===== src/rtl/reg_dump_ctrl_pkg.sv =====
// Shared types and constants for the register-dump controller: FSM state
// encoding, the probe/NOP instruction encodings and parameter defaults.
package reg_dump_ctrl_pkg;

  typedef enum logic [2:0] {
    ST_IDLE    = 3'd0,
    ST_DRAIN   = 3'd1,
    ST_ISSUE   = 3'd2,
    ST_WAIT    = 3'd3,
    ST_PRESENT = 3'd4,
    ST_FINISH  = 3'd5
  } state_e;

  localparam logic [5:0]  OPC_ADDI = 6'b001000;
  localparam logic [31:0] NOP_INST = 32'h0000_0000;
  localparam logic [4:0]  LAST_IDX = 5'd31;

  localparam int unsigned PROBE_LAT_DEF = 3;
  localparam int unsigned DRAIN_CYC_DEF = 4;

  // addi $0, $rs, 0: reads rs through port A but writes nothing visible.
  function automatic logic [31:0] probe_inst(input logic [4:0] rs);
    return {OPC_ADDI, rs, 5'b00000, 16'h0000};
  endfunction

endpackage


===== src/rtl/reg_dump_ctrl_if.sv =====
// Snapshot handshake between the dump controller (master) and its consumer.
interface reg_dump_ctrl_if;

  logic        dump_valid;
  logic        dump_ready;
  logic [4:0]  dump_idx;
  logic [31:0] dump_data;

  modport master (
    output dump_valid,
    output dump_idx,
    output dump_data,
    input  dump_ready
  );

  modport slave (
    input  dump_valid,
    input  dump_idx,
    input  dump_data,
    output dump_ready
  );

endinterface


===== src/rtl/mux_32.sv =====
// 32-bit 2:1 instruction-word multiplexer.
module mux_32 (
  input  logic        sel_i,
  input  logic [31:0] in0_i,
  input  logic [31:0] in1_i,
  output logic [31:0] out_o
);

  assign out_o = sel_i ? in1_i : in0_i;

endmodule


===== src/rtl/reg_dump_ctrl.sv =====
// Dumps all 32 pipeline registers by forcing probe instructions into the
// pipeline and presenting each captured port-A value over a valid/ready handshake.
module reg_dump_ctrl
  import reg_dump_ctrl_pkg::*;
#(
  parameter int unsigned PROBE_LAT = PROBE_LAT_DEF,
  parameter int unsigned DRAIN_CYC = DRAIN_CYC_DEF
) (
  input  logic                   clk,
  input  logic                   reset,
  input  logic                   start,
  input  logic [31:0]            core_inst,
  input  logic [31:0]            busA_probe,
  output logic [31:0]            inst_out,
  reg_dump_ctrl_if.master        dump,
  output logic                   busy,
  output logic                   done
);

  // ISSUE itself accounts for one latency cycle; WAIT covers the rest.
  localparam logic [3:0] LAT_LOAD   = 4'(PROBE_LAT - 1);
  localparam logic [3:0] DRAIN_LOAD = 4'(DRAIN_CYC);

  state_e      state_q, state_d;
  logic [4:0]  idx_q, idx_d;
  logic [3:0]  cnt_q, cnt_d;
  logic        capture;
  logic [4:0]  dump_idx_q;
  logic [31:0] dump_data_q;
  logic        inst_sel;
  logic [31:0] dump_inst;

  always_comb begin
    // NOTE: every signal driven here gets a default first, so no path through
    // the case statement can leave one unassigned and infer a latch.
    state_d = state_q;
    idx_d   = idx_q;
    cnt_d   = cnt_q;
    capture = 1'b0;

    unique case (state_q)
      ST_IDLE: begin
        if (start) begin
          idx_d = '0;
          if (DRAIN_LOAD != 4'd0) begin
            cnt_d   = DRAIN_LOAD;
            state_d = ST_DRAIN;
          end else begin
            state_d = ST_ISSUE;
          end
        end
      end

      ST_DRAIN: begin
        if (cnt_q <= 4'd1) begin
          cnt_d   = '0;
          state_d = ST_ISSUE;
        end else begin
          cnt_d = cnt_q - 4'd1;
        end
      end

      ST_ISSUE: begin
        if (LAT_LOAD == 4'd0) begin
          capture = 1'b1;
          state_d = ST_PRESENT;
        end else begin
          cnt_d   = LAT_LOAD;
          state_d = ST_WAIT;
        end
      end

      ST_WAIT: begin
        if (cnt_q <= 4'd1) begin
          cnt_d   = '0;
          capture = 1'b1;
          state_d = ST_PRESENT;
        end else begin
          cnt_d = cnt_q - 4'd1;
        end
      end

      ST_PRESENT: begin
        // Snapshot stays put until the consumer takes it; there is no timeout.
        if (dump.dump_ready) begin
          if (idx_q == LAST_IDX) begin
            idx_d   = '0;
            state_d = ST_FINISH;
          end else begin
            idx_d   = idx_q + 5'd1;
            state_d = ST_ISSUE;
          end
        end
      end

      ST_FINISH: state_d = ST_IDLE;

      default: state_d = ST_IDLE;
    endcase
  end

  always_ff @(posedge clk or negedge reset) begin
    if (!reset) begin
      state_q     <= ST_IDLE;
      idx_q       <= '0;
      cnt_q       <= '0;
      dump_idx_q  <= '0;
      dump_data_q <= '0;
    end else begin
      // NOTE: non-blocking assignments so every register samples the values
      // from before this edge, independent of statement order.
      state_q <= state_d;
      idx_q   <= idx_d;
      cnt_q   <= cnt_d;
      if (capture) begin
        dump_idx_q  <= idx_q;
        dump_data_q <= busA_probe;
      end
    end
  end

  assign dump.dump_valid = (state_q == ST_PRESENT);
  assign dump.dump_idx   = dump_idx_q;
  assign dump.dump_data  = dump_data_q;
  assign busy            = (state_q != ST_IDLE);
  assign done            = (state_q == ST_FINISH);

  // FINISH already hands the pipeline back to instruction memory.
  assign inst_sel  = busy && (state_q != ST_FINISH);
  assign dump_inst = (state_q == ST_DRAIN) ? NOP_INST : probe_inst(idx_q);

  mux_32 u_inst_mux (
    .sel_i (inst_sel),
    .in0_i (core_inst),
    .in1_i (dump_inst),
    .out_o (inst_out)
  );

endmodule


===== src/flat_wrapper.sv =====
// flat-port wrapper written by rule: the top's interface ports become plain ports
module reg_dump_ctrl_flat import reg_dump_ctrl_pkg::*;
#(
  parameter int unsigned PROBE_LAT = PROBE_LAT_DEF,
  parameter int unsigned DRAIN_CYC = DRAIN_CYC_DEF
)
  (clk, reset, start, core_inst, busA_probe, inst_out, busy, done, dump_dump_valid, dump_dump_idx, dump_dump_data, dump_dump_ready);
  reg_dump_ctrl_if dump_i ();
  input  logic clk;
  input  logic reset;
  input  logic start;
  input  logic [31:0] core_inst;
  input  logic [31:0] busA_probe;
  output logic [31:0] inst_out;
  output logic busy;
  output logic done;
  output wire logic [$bits(dump_i.dump_valid)-1:0] dump_dump_valid;
  output wire logic [$bits(dump_i.dump_idx)-1:0] dump_dump_idx;
  output wire logic [$bits(dump_i.dump_data)-1:0] dump_dump_data;
  input wire logic [$bits(dump_i.dump_ready)-1:0] dump_dump_ready;
  assign dump_dump_valid = dump_i.dump_valid;
  assign dump_dump_idx = dump_i.dump_idx;
  assign dump_dump_data = dump_i.dump_data;
  assign dump_i.dump_ready = dump_dump_ready;
  reg_dump_ctrl #(.PROBE_LAT(PROBE_LAT), .DRAIN_CYC(DRAIN_CYC)) u_core (.clk(clk), .reset(reset), .start(start), .core_inst(core_inst), .busA_probe(busA_probe), .inst_out(inst_out), .dump(dump_i), .busy(busy), .done(done));
endmodule

===== config.mk =====
export PLATFORM = sky130hd
export DESIGN_NAME = reg_dump_ctrl_flat
export DESIGN_NICKNAME = d
export VERILOG_FILES = /design/src/rtl/reg_dump_ctrl_pkg.sv /design/src/rtl/reg_dump_ctrl_if.sv /design/src/rtl/mux_32.sv /design/src/rtl/reg_dump_ctrl.sv /design/src/flat_wrapper.sv
export SDC_FILE = /design/constraint.sdc
export NUM_CORES = 1
export LEC_CHECK = 0
export BUFFER_PORTS_ARGS = -buffer_cell sky130_fd_sc_hd__buf_4
export CAP_MARGIN = 0
export CORE_MARGIN = 1.5
export CORE_UTILIZATION = 35
export DETAILED_ROUTE_END_ITERATION = 10
export PLACE_DENSITY_LB_ADDON = 0.2
export SLEW_MARGIN = 10
export SYNTH_ARGS = -nofsm -noshare
export SYNTH_HDL_FRONTEND = slang
export SYNTH_SLANG_ARGS = --single-unit

===== constraint.sdc =====
create_clock -name clk -period 2.45 [get_ports clk]
set_clock_uncertainty 0.1 [all_clocks]
set_input_delay 0.49 -clock clk [delete_from_list [all_inputs] [get_ports clk]]
set_output_delay 0.49 -clock clk [all_outputs]
set_load 0.01 [all_outputs]

**Yosys cells after proc, flatten, opt, wreduce, memory -nomap -nowiden**

Cells that the tools add are included.

- Bits in registers: 49
- Output and inout port bits: 72
- Logic and storage cells: 45

- $add $sub $neg: 2
- Order comparisons: 1
- Equal/unequal tests: 11
- Muxes and demuxes: 17
- Reduce and logical (&&, ||, !) cells: 9

Operators with widths:

| kind | number |
|---|---|
| $mux W32 | 1 |
| $mux W30 | 1 |
| $mux W3 | 5 |
| $mux W5 | 3 |
| $pmux W3 S5 | 1 |
| $pmux W4 S3 | 1 |
| $pmux W5 S2 | 1 |
| $mux W4 | 2 |
| $eq A3 B2 Y1 const B | 2 |
| $eq A3 B3 Y1 const B | 2 |
| $ne A2 B1 Y1 const B | 3 |
| $reduce_bool A3 Y1 | 2 |
| $add A5 B1 Y5 const B | 1 |
| $eq A5 B5 Y1 const B | 1 |
| $le A4 B1 Y1 const B | 1 |
| $reduce_and A4 Y1 | 1 |
| $sub A4 B1 Y4 const B | 1 |
| $eq A3 B1 Y1 const B | 1 |
| $logic_not A3 Y1 | 1 |
| $ne A3 B3 Y1 const B | 1 |
| $reduce_and A3 Y1 | 1 |
| $mux W1 | 2 |
| $ne A2 B2 Y1 const B | 1 |
| $reduce_and A2 Y1 | 1 |
| 3 further kinds | 3 |

**Longest topological paths before layout**

- Depth in word-level cells: 4
- Mapped depth: 7
- Depth with buffers taken out: 6

**Modules after synthesis**

Synthesis repeated with hierarchy kept, for this count alone.

- Cells, all modules: 201
- Area, all modules: 2785.2 µm²

Modules (own cells, without submodules):

| module | instances | cells an instance | area an instance (µm²) | sequential area each (µm²) |
|---|---|---|---|---|
| reg_dump_ctrl | 1 | 165 | 2240.9 | 1226.2 |
| mux_32 | 1 | 36 | 544.3 | 0.0 |

**Worst setup path after synthesis**

OpenSTA, ideal clock, no wires.

- Path kind: flip-flop to output port
- Start point: register u_core.state_q[2]
- End point: output port inst_out[21]
- Arrival: 1.296 ns
- Slack: 0.564 ns
- Stages on the path, launching flop included: 6
- Path buffers: 2
- Cell sequence: dfrtp_1 -> buf_6 -> clkbuf_1 -> nor2_1 -> a22oi_1 -> o21ai_0

- Word-level cells in the longest chain between the ends: 3
- Elaborated cells on any way between the ends: 6
- Those cells by class: 2 x eq/ne; 2 x mux; 2 x reduce/logical

RTL lines:

| item | line | RTL |
|---|---|---|
| from (decl) | reg_dump_ctrl.sv:24 | `state_e state_q, state_d;` |
| from (signal assigned) | reg_dump_ctrl.sv:112 | `state_q <= state_d;` |
| $eq A3 B1 Y1, or another cell as far along | reg_dump_ctrl.sv:130 | `assign dump_inst = (state_q == ST_DRAIN) ? NOP_INST : probe_inst(idx_q);` |
| $mux W30 or $logic_and A1 B1 Y1 (tied branches) | reg_dump_ctrl.sv:130, reg_dump_ctrl.sv:129 |  |
| $mux W32 (*) | mux_32.sv:9 | `assign out_o = sel_i ? in1_i : in0_i;` |
| to (decl) | flat_wrapper.sv:14 | `output logic [31:0] inst_out;` |

Every way passes the cells marked *; elsewhere a longest branch is shown, timed or not.

**Final worst setup path**

- Start point: register u_core.state_q[1]
- End point: output port inst_out[25]

The elaborated chain is that of the path after synthesis.

==> flow_summary.json <==
{
  "synth_edf_count": 0,
  "setup_viol_count_final": 0,
  "gr-total-overflow": 0,
  "path_delay_family": "flip-flops",
  "grt_first_pass_wirelength_um": 9550,
  "synth_seq_cells": 49,
  "antenna_found_initial": 0,
  "wl_met3_um": 244,
  "pwr-share-comb_pct": 58.0,
  "hold_class": "input pin to async pin",
  "startpoint_type": "flop",
  "crit_path_max_incr_delay_ns": 0.61,
  "synthCells": 211,
  "synth_ff_type": "dfrtp_1",
  "grt_usage_pct": 15.7,
  "synthArstFlopShare_pct": 100,
  "final_core_util_pct": 54.8,
  "cts_max_path_buffers": 2,
  "highest_layer": "met4",
  "area_growth_syn_to_layout_pct": 49.6,
  "wl_met1_um": 2610,
  "critical_path_class": "flop to output pin",
  "root_buffer": "clkbuf_8",
  "tritoncts": "done",
  "arrival_ns": 1.67,
  "avgSynthCellArea_sq_um": 12.0,
  "reg2reg_to": "u_core.dump.dump_data[7]",
  "reg2reg_depth": 5,
  "start_util_pct": 36.6,
  "ys_seq_area_share_pct": 48.5,
  "dr_wl_met2_um": 3400,
  "relSlewSlack_pct": 54.3,
  "rsz0062_at_grt": "no",
  "die_y_um": 88,
  "post_cts_buffers": 0,
  "cp_slowest_cell": "dfrtp_1",
  "drtIter0Drc": 52,
  "intPower_mw": 2.83,
  "power_frac_seq_pct": 31.6,
  "routed_wl_um": 6300,
  "drtAntennaViolNets": 0,
  "tightest_slew_ns": 0.677,
  "synth_nets": 283,
  "hold_buffers": 0,
  "maxCapViolations": 0,
  "num_antenna_cells": 0,
  "power_density_mw_per_mm2": 1180,
  "cp.buffers_inverters": 1,
  "wl_per_cell_um": 14.1,
  "die_w_um": 88,
  "cp-startpoint": "u_core.state_q[1]",
  "max_freq_mhz": 443,
  "hpwl_um": 4810,
  "p_sw_share_pct": 36.4,
  "grt_pass1_vias": 2031,
  "routed-via-count": 2119,
  "ios": 140,
  "port_buffers": 139,
  "core_area_sq_mm": 0.00691,
  "firstDrtPassIters": 4,
  "status": "completed",
  "drc": 0,
  "peakVddDrop_uv": 553,
  "p_leak_nw": 1.89,
  "final_max_slew_viol_count": 0,
  "path_cells": "and3b_1 > a22oi_1 > o21ai_0 > buf_4",
  "gp_congestion": 0.806,
  "p_switching_mw": 1.62,
  "nNetsFinal": 422,
  "fin_tns_setup_ns": 0,
  "path_clk_slew_ns": 0.09,
  "reg2reg_from": "u_core.state_q[2]",
  "cts_sinks": 49,
  "syn_area_sq_mm": 0.00253,
  "cts_buffers": 5,
  "finalCritPeriodShare_pct": 92.2,
  "required_ns": 1.86,
  "final-hold-violation-count": 0,
  "fp.dieArea_sq_mm": 0.00774,
  "pwr-share-clk_pct": 10.4,
  "rows": 30,
  "r2r_setup_slack_ns": 0.37,
  "worst-path-stages": 4,
  "crit_fanout": 10,
  "ys_types": 40,
  "routed_via_density": 4.74,
  "cp-endpoint": "inst_out[25]",
  "layout_min_cycle_time_ns": 2.26,
  "fillers": 659,
  "htreeDepth": 2,
  "grt_max_degree": 50,
  "worstSkewPairLatency_ns": 0.30,
  "cp-end-kind": "output pin",
  "ys_warn_count": 0,
  "drive_gt1_share_pct": 55.6
}
[power groups by stage]
stage                     clock network (mW)  registers, mW  logic (mW)
after floorplan                            0           1.52        1.34
after global placement                     0           1.40        2.56
after detailed placement                   0           1.42        2.59
after CTS                              0.487           1.40        2.61
after global routing                   0.519           1.45        2.80
final                                  0.462           1.41        2.58
[how the worst min path moves through the flow]
stage	to	slack [ns]	cells past startpoint	start
2_1_floorplan	u_core.cnt_q[0]	0.09	0	reset
3_3_place_gp	u_core.dump.dump_data[27]	0.39	1	u_core.dump.dump_data[27]
3_5_place_dp	u_core.dump.dump_data[7]	0.39	1	u_core.dump.dump_data[7]
4_1_cts	u_core.dump.dump_data[27]	0.12	1	reset
5_1_grt	u_core.dump.dump_data[27]	0.15	1	reset
6_report	u_core.dump.dump_data[27]	0.1	1	reset
[sequential cells by signal, indices dropped and copies added, names as in the netlist]
| signal | cells |
|---|---|
| u_core.dump.dump_idx | 5 |
| u_core.dump.dump_data | 32 |
| u_core.state_q | 3 |
| u_core.idx_q | 5 |
| u_core.cnt_q | 4 |
[repair_timing]
| action | CTS | global route |
|---|---|---|
| hold endpoints to repair | 0 | 0 |
| setup endpoints to repair | 26 | 27 |
| gates resized for setup | 1 | 2 |
[cells in the final DEF (no fill, tap or decap), drive strengths merged, types with 2 or more instances in the layout]
master and count:
nand3 3, a22oi 10, nor2 6, o21ai 12, ha 4, nand2b 4, a2111oi 2, dfrtp 49
a21oi 2, nand2 6, mux2 37, and3b 2, and2 26, mux2i 3, nand4 2, o31ai 2
inv 7, clkbuf 7, buf 146, nor3 3, o311ai 2
[synth_stat cells, types with 3 or more instances]
| library cell | count | area share [%] |
|---|---|---|
| nand2_1 | 6 | 0.89 |
| buf_2 | 4 | 0.79 |
| nand2b_1 | 3 | 0.74 |
| ha_1 | 4 | 2.0 |
| inv_1 | 7 | 1.0 |
| nor3_1 | 3 | 0.59 |
| clkbuf_1 | 6 | 0.89 |
| and2_1 | 26 | 6.4 |
| nor2_1 | 6 | 0.89 |
| mux2i_1 | 3 | 1.2 |
| dfrtp_1 | 49 | 48 |
| nand3_1 | 3 | 0.59 |
| mux2_2 | 18 | 8.0 |
| mux2_4 | 19 | 11 |
| buf_6 | 3 | 1.3 |
| a22oi_1 | 10 | 3.0 |
| o21ai_0 | 12 | 2.4 |
[logic make-up after synthesis]
logic type	count (synthesis)	share of synthesized area [%]
AO/OA/AOI/OAI	36	9.65
XOR/XNOR	1	0.346
adder cells (fa/ha/maj)	4	1.98
buffers and inverters	21	4.35
flip-flops	49	48.5
multiplexers	40	20.5
AND/OR/NAND/NOR	60	14.7
[cell type report]
cell class                      count  area (sq um)  area share (%)
Sequential cell                    49          1230            32.4
Multi-Input combinational cell    141          1220            32.2
Timing Repair Buffer              146          1110            29.3
Tap cell                           96           120            3.17
Clock buffer                        7          76.3            2.02
Inverter                            7          26.3           0.694
Clock inverter                      1          7.51           0.198
[metal layers]
metal	GRT usage, %	up-vias
met4	4.91	0
met3	2.83	7
met1	18.8	1036
met5	0	-
li1	-	1028
met2	28.4	48
[per-stage QoR]
step / cells / power (mW) / setup WS [ns] / area, sq um / hold WS [ns]
floorplan: 211 / 2.85 / 0.564 / 2530 / 0.0944
global placement: 439 / 3.96 / 0.193 / 3690 / 0.389
detailed placement: 439 / 4.01 / 0.114 / 3690 / 0.394
CTS: 447 / 4.50 / 0.0806 / 3780 / 0.116
global route: 447 / 4.77 / 0.0821 / 3780 / 0.147
finish: 447 / 4.45 / 0.191 / 3780 / 0.0973
Power figures use the tool's default switching activity.
